--- config.mk ---
export PLATFORM = sky130hd
export DESIGN_NAME = cram_writer
export DESIGN_NICKNAME = d
export VERILOG_FILES = /design/src/rtl/cram_writer_pkg.sv /design/src/rtl/cram_wr_fifo.sv /design/src/rtl/cram_writer.sv
export SDC_FILE = /design/constraint.sdc
export NUM_CORES = 1
export LEC_CHECK = 0
export ABC_CLOCK_PERIOD_IN_PS = 3400
export CAP_MARGIN = 20
export CORE_ASPECT_RATIO = 1.1
export CORE_MARGIN = 2
export CORE_UTILIZATION = 55
export CTS_CLUSTER_SIZE = 28
export DETAILED_ROUTE_END_ITERATION = 6
export GPL_TIMING_DRIVEN = 0
export HOLD_SLACK_MARGIN = 0.02
export PLACE_DENSITY = 0.92
export SYNTH_ARGS = -nofsm -noshare
export SYNTH_HDL_FRONTEND = slang
export SYNTH_SLANG_ARGS = --single-unit
--- constraint.sdc ---
create_clock -name clk -period 3.4 [get_ports clk]
set_input_delay 0.34 -clock clk [delete_from_list [all_inputs] [get_ports clk]]
set_output_delay 0.34 -clock clk [all_outputs]
set_load 0.03 [all_outputs]
--- src/rtl/cram_writer_pkg.sv ---
// Shared video definitions for the colour RAM write path.
package cram_writer_pkg;

   localparam int CRAM_AW  = 8;
   localparam int CRAM_DW  = 16;
   localparam int VDAC_BIT = 15;

   typedef struct packed {
      logic [CRAM_AW-1:0] addr;
      logic [CRAM_DW-1:0] data;
   } cram_wr_t;

   typedef enum logic {
      ST_IDLE = 1'b0,
      ST_FILL = 1'b1
   } fill_state_e;

   // Joins an assembled high byte with the held low byte.
   function automatic logic [CRAM_DW-1:0] cram_word(input logic [CRAM_DW/2-1:0] hi,
                                                    input logic [CRAM_DW/2-1:0] lo);
      return {hi, lo};
   endfunction

endpackage

--- src/rtl/cram_wr_fifo.sv ---
// Small synchronous FIFO of CRAM writes. A push while full is taken when a
// pop happens in the same cycle, so a full FIFO still streams at full rate.
module cram_wr_fifo
   import cram_writer_pkg::*;
#(
   parameter  int DEPTH = 4,
   localparam int PTR_W = $clog2(DEPTH),
   localparam int CNT_W = $clog2(DEPTH + 1)
) (
   input  logic             clk,
   input  logic             rst_n,
   input  logic             push,
   input  cram_wr_t         push_data,
   input  logic             pop,
   output cram_wr_t         pop_data,
   output logic             full,
   output logic             empty,
   output logic [CNT_W-1:0] count
);

   cram_wr_t         mem [DEPTH];
   logic [PTR_W-1:0] wr_ptr;
   logic [PTR_W-1:0] rd_ptr;
   logic             do_push;
   logic             do_pop;

   assign do_pop   = pop & ~empty;
   assign do_push  = push & (~full | do_pop);
   assign full     = (count == CNT_W'(DEPTH));
   assign empty    = (count == '0);
   assign pop_data = mem[rd_ptr];

   // Pointer and occupancy bookkeeping; pointers wrap naturally (DEPTH is a power of two).
   always_ff @(posedge clk or negedge rst_n) begin
      if (!rst_n) begin
         wr_ptr <= '0;
         rd_ptr <= '0;
         count  <= '0;
      end else begin
         if (do_push) wr_ptr <= wr_ptr + PTR_W'(1);
         if (do_pop)  rd_ptr <= rd_ptr + PTR_W'(1);
         case ({do_push, do_pop})
            2'b10:   count <= count + CNT_W'(1);
            2'b01:   count <= count - CNT_W'(1);
            default: count <= count;
         endcase
      end
   end

   // Storage array; contents are don't-care until written.
   always_ff @(posedge clk) begin
      if (do_push) mem[wr_ptr] <= push_data;
   end

endmodule

--- src/rtl/cram_writer.sv ---
// CRAM write front end: assembles Z80 bytes, merges DMA and fill-engine
// words into one FIFO, and drains it to the single CRAM write port.
//
// state   | meaning
// --------+-----------------------------------------------------------
// ST_IDLE | no fill running; DMA may push
// ST_FILL | fill engine pushing {ptr, word} whenever the CPU is quiet
module cram_writer
   import cram_writer_pkg::*;
#(
   parameter int FIFO_DEPTH = 4,
   parameter int ADDR_W     = CRAM_AW,
   parameter int DATA_W     = CRAM_DW
) (
   input  logic              clk,
   input  logic              rst_n,
   input  logic              cpu_wr,
   input  logic [ADDR_W:0]   cpu_addr,
   input  logic [7:0]        cpu_data,
   input  logic              dma_req,
   input  logic [ADDR_W-1:0] dma_addr,
   input  logic [DATA_W-1:0] dma_data,
   output logic              dma_ack,
   input  logic              fill_start,
   input  logic [ADDR_W-1:0] fill_base,
   input  logic [ADDR_W-1:0] fill_len,
   input  logic [DATA_W-1:0] fill_data,
   output logic              busy,
   output logic              overflow,
   input  logic              ovf_clr,
   input  logic              cram_busy,
   output logic              cram_we,
   output logic [ADDR_W-1:0] cram_addr_in,
   output logic [DATA_W-1:0] cram_data_in
);

   localparam int CNT_W = $clog2(FIFO_DEPTH + 1);

   fill_state_e       state_q, state_d;
   logic [ADDR_W-1:0] ptr_q, ptr_d;
   logic [ADDR_W-1:0] rem_q, rem_d;
   logic [DATA_W-1:0] word_q, word_d;
   logic              fill_go;

   logic [7:0]        hold_q;
   logic              cpu_push_req;
   logic              dma_go;
   logic              pop;
   logic              can_push;
   logic              push;
   cram_wr_t          push_data;
   cram_wr_t          head;
   logic              fifo_full;
   logic              fifo_empty;
   logic [CNT_W-1:0]  fifo_count;

   assign cpu_push_req = cpu_wr & cpu_addr[0];
   assign pop          = ~fifo_empty & ~cram_busy;
   assign can_push     = ~fifo_full | pop;
   // DMA yields to the CPU and never interleaves with a running fill.
   assign dma_go       = dma_req & ~cpu_push_req & (state_q == ST_IDLE) & can_push;
   assign dma_ack      = dma_go;
   assign push         = cpu_push_req | dma_go | fill_go;
   assign busy         = (state_q == ST_FILL) | (fifo_count != '0) | cram_we;

   // Fixed-priority push source select: CPU, then DMA, then fill.
   always_comb begin
      push_data = '0;
      if (cpu_push_req) begin
         push_data.addr = cpu_addr[ADDR_W:1];
         push_data.data = cram_word(cpu_data, hold_q);
      end else if (dma_go) begin
         push_data.addr = dma_addr;
         push_data.data = dma_data;
      end else begin
         push_data.addr = ptr_q;
         push_data.data = word_q;
      end
   end

   // Fill FSM next state; the fill only advances on cycles the FIFO takes its word.
   always_comb begin
      state_d = state_q;
      ptr_d   = ptr_q;
      rem_d   = rem_q;
      word_d  = word_q;
      fill_go = 1'b0;
      case (state_q)
         ST_IDLE: begin
            if (fill_start) begin
               state_d = ST_FILL;
               ptr_d   = fill_base;
               rem_d   = fill_len;
               word_d  = fill_data;
            end
         end
         ST_FILL: begin
            if (!cpu_push_req && can_push) begin
               fill_go = 1'b1;
               ptr_d   = ptr_q + ADDR_W'(1);
               rem_d   = rem_q - ADDR_W'(1);
               if (rem_q == '0) state_d = ST_IDLE;
            end
         end
         default: state_d = ST_IDLE;
      endcase
   end

   // Fill FSM registers.
   always_ff @(posedge clk or negedge rst_n) begin
      if (!rst_n) begin
         state_q <= ST_IDLE;
         ptr_q   <= '0;
         rem_q   <= '0;
         word_q  <= '0;
      end else begin
         state_q <= state_d;
         ptr_q   <= ptr_d;
         rem_q   <= rem_d;
         word_q  <= word_d;
      end
   end

   // Low-byte holding register and sticky overflow (a new drop beats a clear).
   always_ff @(posedge clk or negedge rst_n) begin
      if (!rst_n) begin
         hold_q   <= '0;
         overflow <= 1'b0;
      end else begin
         if (cpu_wr && !cpu_addr[0]) hold_q <= cpu_data;
         if (cpu_push_req && !can_push) overflow <= 1'b1;
         else if (ovf_clr)              overflow <= 1'b0;
      end
   end

   cram_wr_fifo #(
      .DEPTH (FIFO_DEPTH)
   ) u_fifo (
      .clk       (clk),
      .rst_n     (rst_n),
      .push      (push),
      .push_data (push_data),
      .pop       (pop),
      .pop_data  (head),
      .full      (fifo_full),
      .empty     (fifo_empty),
      .count     (fifo_count)
   );

   // Registered CRAM port; address/data hold between writes.
   always_ff @(posedge clk or negedge rst_n) begin
      if (!rst_n) begin
         cram_we      <= 1'b0;
         cram_addr_in <= '0;
         cram_data_in <= '0;
      end else begin
         cram_we <= pop;
         if (pop) begin
            cram_addr_in <= head.addr;
            cram_data_in <= head.data;
         end
      end
   end

endmodule

Yosys cells after proc, flatten, opt, wreduce, memory -nomap -nowiden --
Memories as Yosys holds them, arrays and structs flattened. A register that Yosys moved wholly into a read port is not among the register bits. Cells that the tools add are included.
Storage, ports and cells: output and inout port bits 28, memories 1, word-level logic and storage cells 73, bits in registers 50, RAM bits 96
Memories:
- u_fifo.mem | words 4, bits a word 24, rd ports 1, clocked after Yosys merged registers in 1, wr ports 1, RTL line cram_wr_fifo.sv:21 | cram_wr_t mem [DEPTH];
Cells by class: bitwise logic cells 18, multiplexer cells 19, add/sub/neg operators 6, equality and inequality tests 5, reduce and logical (&&, ||, !) cells 14
Operators with widths (count):
- $mux 24 | 2
- $mux 8 | 4
- $pmux 8 s2 | 2
- $mux 1 | 9
- $add 8x1->8 const B | 1
- $logic_not 8->1 | 1
- $sub 8x1->8 const B | 1
- $and 1x1->1 | 7
- $or 1x1->1 | 6
- $pmux 3 s2 | 1
- $not 1->1 | 5
- $add 2x1->2 const B | 2
- $logic_not 1->1 | 4
- $reduce_and 2->1 | 2
- $reduce_bool 2->1 | 2
- $add 3x1->3 const B | 1
- $eq 3x3->1 const B | 1
- $logic_and 1x1->1 | 3
- $logic_not 3->1 | 1
- $reduce_bool 3->1 | 1
- $sub 3x1->3 const B | 1
- $eq 2x1->1 const B | 1
- $eq 2x2->1 const B | 1
- $ne 2x1->1 const B | 1
- 2 further kinds | 2

Logic depth before layout (Yosys ltp) --
word-level depth 11, mapped depth 10, depth with buffers taken out 9

Hierarchy --
A second synthesis with hierarchy kept.
Second synthesis, totals: cells, all modules 536, area total of the unflattened synthesis 7521.0 um^2
By module, submodules not included:
- cram_wr_fifo | times used 1, area each 3982.6 um^2, cells an instance 180
- cram_writer | times used 1, area each 3538.4 um^2, cells an instance 356

Worst setup path before layout --
OpenSTA, ideal clock, no wires.
kind flip-flop to flip-flop, from register u_fifo.count[2], to memory u_fifo.mem[0][0] (netlist bit), enable pin, arrival time 1.668 ns, buffers on the path 0, data required time 3.017 ns, library setup time 0.383 ns, path slack 1.350 ns, cell stages (with the launch flop) 4, cell sequence dfrtp_1 -> and4bb_4 -> a21oi_1 -> and2_1
On the way: longest elaborated chain between the ends 11
Ends and longest elaborated chain:
- start, declared | RTL line cram_wr_fifo.sv:18 | output logic [CNT_W-1:0] count
- start signal, assigned | RTL line cram_wr_fifo.sv:43 | 2'b10: count <= count + CNT_W'(1);
- start signal, assigned | RTL line cram_wr_fifo.sv:44 | 2'b01: count <= count - CNT_W'(1);
- start signal, assigned | RTL line cram_wr_fifo.sv:45 | default: count <= count;
- $logic_not 3->1 | RTL line cram_wr_fifo.sv:30 | assign empty = (count == '0);
- $not 1->1 | RTL line cram_wr_fifo.sv:27, cram_writer.sv:58
- $and 1x1->1 | RTL line cram_writer.sv:58 | assign pop = ~fifo_empty & ~cram_busy;
- $or 1x1->1 | RTL line cram_writer.sv:59 | assign can_push = ~fifo_full | pop;
- $logic_and 1x1->1 | RTL line cram_writer.sv:98 | if (!cpu_push_req && can_push) begin
- $mux 1 | RTL line cram_writer.sv:98
- $mux 1 | RTL line cram_writer.sv:88 | case (state_q)
- $or 1x1->1 | RTL line cram_writer.sv:63 | assign push = cpu_push_req | dma_go | fill_go;
- $and 1x1->1 * | RTL line cram_wr_fifo.sv:28 | assign do_push = push & (~full | do_pop);
- $mux 1 * | RTL line cram_wr_fifo.sv:52 | if (do_push) mem[wr_ptr] <= push_data;
- $mux 1 (not written as such) * | RTL line cram_wr_fifo.sv:52
- end, declared | RTL line cram_wr_fifo.sv:21
Every way passes the cells marked *; elsewhere a longest branch is shown, timed or not.

Final worst setup path --
from input cpu_wr, to output dma_ack
On the way: longest elaborated chain between the ends 5
Ends and longest elaborated chain:
- start, declared | RTL line cram_writer.sv:17 | input logic cpu_wr,
- $and 1x1->1 | RTL line cram_writer.sv:57 | assign cpu_push_req = cpu_wr & cpu_addr[0];
- $not 1->1 | RTL line cram_writer.sv:61 | assign dma_go = dma_req & ~cpu_push_req & (state_q == ST_IDLE) & can_push;
- $and 1x1->1 (3 in series) | RTL line cram_writer.sv:61
- end, declared | RTL line cram_writer.sv:23 | output logic dma_ack,
No other way between the ends.

==> flow_metrics.tcl <==
set metrics [dict create \
    drt_iter0_drc 637 \
    syn_area_um2 7383 \
    grt_pass1_vias 5176 \
    die_width_um 114.5 \
    synthArstFlopShare_pct 43.53 \
    cts_sinks 170 \
    seqPwrFrac_pct 43.2 \
    end_kind "output pin" \
    worstSetupStartpointType "input port" \
    wl_mm 18.71 \
    max_freq_ghz 0.3617 \
    status "finished, final reports clean" \
    vias 5084 \
    maxSlewViolCount 0 \
    cp_max_fo 10 \
    hold_ws_ps 342.8 \
    ant_nets 0 \
    coreArea_um2 13160 \
    worstPathRequired_ps 3060 \
    crit_arrival_ps 2420 \
    grt_max_degree 54 \
    yosys.area.top_type "edfxtp_1" \
    post_cts_resized 0 \
    place_congestion 0.9174 \
    post-route-drc-count 0 \
    power.switching_w 0.002974 \
    via_per_inst 6.261 \
    root_buffer "clkbuf_16" \
    tightest_slew_ps 787.9 \
    netlist_instances 506 \
    finalInstanceArea_um2 9306 \
    ys.flop_type "edfxtp_1" \
    cts_tree "done" \
    pwr-share-comb_pct 35.2 \
    hp-class "in2async" \
    synth_area_leaders "edfxtp_1 39%, dfrtp_1 25%, mux2_2 7.3%" \
    num-nets-final 726 \
    die_area_um2 14370 \
    numCtsBuffers 17 \
    postPlaceCellArea_um2 8741 \
    drt_first_pass_iters 6 \
    rows 44 \
    syn_nets 594 \
    rsz0062_at_grt "no" \
    hold_viol_final 0 \
    power_density_nw_per_um2 926.2 \
    internal_power_w 0.005646 \
    ys_seq_area_share_pct 64.12 \
    antenna_found_initial 0 \
    clock_latency_ps 440 \
    dpl.hpwl_mm 12.35 \
    drive_above_1_share_pct 20.74 \
    antennaDiodeCount 0 \
    yosysWarnings 0 \
    p_leak_nw 3.504 \
    die_h_um 125.5 \
    crit_type "in2out" \
    power_frac_clock_pct 21.5 \
    maxSlewHeadroom_pct 47.47 \
    globalRoute.totalOverflow 0 \
    synth_seq_cells 170 \
    clockBufferDepth 2 \
    grt_usage_pct 27.39 \
    period_share_pct 81.31 \
    clkSlewWorstSetupHoldPaths_ps 70 \
    area_delta_synth_final_pct 26.05 \
    ios 108 \
    synth_top_cell_area_share_pct 39.04 \
    initial_core_util_pct 56.11 \
    grt_first_pass_wirelength_mm 29.13 \
    drv_cap 0 \
    detail_route.wl_per_cell_um 23.04 \
    synth.most_common_cell "edfxtp_1" \
    setup_viol 0 \
    finalCriticalPeriod_ps 2764 \
    synth_cell_types 42 \
    portBuffers 107 \
    synth.avg_cell_area_um2 14.59 \
    synth_edf_count 96 \
    finalClockSkew_ps 16.44 \
    ir_drop_mv 0.5530 \
    htreeDepth 4 \
    p_sw_share_pct 34.50 \
    synth_common_cells "96 x edfxtp_1, 74 x dfrtp_1, 65 x a21oi_1" \
]
==> what timing repair did <==
action,4_1_cts,5_1_grt
setup endpoints to repair,0,0
setup buffers,0,0
hold buffers,1,0
hold endpoints to repair,21,0
==> cells by family after synthesis <==
group | Yosys count | synth area share [%]
fa+ha+maj | 8 | 1.457
compound gates | 87 | 6.558
simple gates | 109 | 8.016
flops | 170 | 64.12
buf+inv | 39 | 2.677
mux | 74 | 14.91
xor+xnor | 19 | 2.254
==> worst max-delay path, stage by stage <==
cell,delay (ps)
clkdlybuf4s50_1,480
nand2_1,270
nand4b_4,210
inv_2,190
buf_2,240
clkdlybuf4s50_1,700
==> placed cells by master, fill, tap and decap left out, types with 5 or more instances in the layout <==
master	Yosys	final
clkdlybuf4s50_1	0	106
edfxtp_1	96	96
dfrtp_1	74	74
a21oi_1	65	65
mux2_2	48	48
nor2_1	31	31
nand2_1	30	30
mux4_2	24	24
clkbuf_16	0	17
a211oi_1	16	16
nor2b_1	15	15
xor2_1	12	12
buf_2	11	11
inv_1	9	9
clkbuf_1	8	8
xnor2_1	7	7
ha_1	7	7
and2_1	6	6
nand3_1	6	6
buf_6	5	5
buf_1	5	5
==> final timing paths <==
kind | from | end | slack, ps | depth (start not counted)
worst max-delay path | cpu_wr | dma_ack | 640 | 6
worst max register to register | u_fifo.count[2] | u_fifo.count[2] | 860 | 9
min in group clk | ovf_clr | overflow | 480 | 2
max in group asynchronous | rst_n | cram_addr_in[0] | 2480 | 3
worst min-delay path | rst_n | cram_data_in[10] | 340 | 2
worst min register to register | cram_addr_in[4] | cram_addr_in[4] | 510 | 1
==> state kept, by name, indices dropped and copies added, names as in the netlist <==
signal and flops:
u_fifo.rd_ptr 2, cram_we 1, rem_q 8, u_fifo.count 3, state_q 1, overflow 1
hold_q 8, u_fifo.wr_ptr 2, cram_addr_in 8, word_q 16, u_fifo.mem 96, ptr_q 8
cram_data_in 16
==> through the flow <==
step                power [W]  std cells  setup TNS, ps  utilization, %  setup slack (ps)
floorplan            0.005548        506              0               -              1350
global placement     0.006370        774         -41430           65.79            -565.2
detailed placement   0.006688        779              0           66.43             550.3
CTS                  0.008604        812              0           70.73             668.5
global route         0.008956        812              0           70.73             556.6
finish               0.008620        812              0           70.73             635.5
==> area by class of cell <==
class | count | area [um^2]
flip-flops and latches | 170 | 4735
fillers | 755 | 3851
multi-input cells | 297 | 2451
repair buffers | 113 | 1166
clock buffers | 17 | 425.4
well taps | 161 | 201.4
plain buffers | 29 | 160.2
clock inverters | 15 | 130.1
inverters | 10 | 37.54
==> power by group through the flow <==
stage	registers [W]	logic (W)	clock network, W
2_1_floorplan	0.00387	0.00168	0
3_3_place_gp	0.00363	0.00274	0
3_5_place_dp	0.00372	0.00297	0
4_1_cts	0.00372	0.00303	0.00185
5_1_grt	0.00380	0.00321	0.00195
6_report	0.00373	0.00304	0.00185
==> metal layers <==
layer  wire length, um  share of wire [%]  track usage, %  vias to the layer above
met1              7033                 38           35.95                     2532
li1                  -                  -               -                     2151
met5                 0                  0               0                        -
met3              1594                8.5           6.059                       56
met4               608                3.2           11.84                        0
met2              9472                 51           44.20                      345
Note: power is estimated with default switching activity, not from simulation.
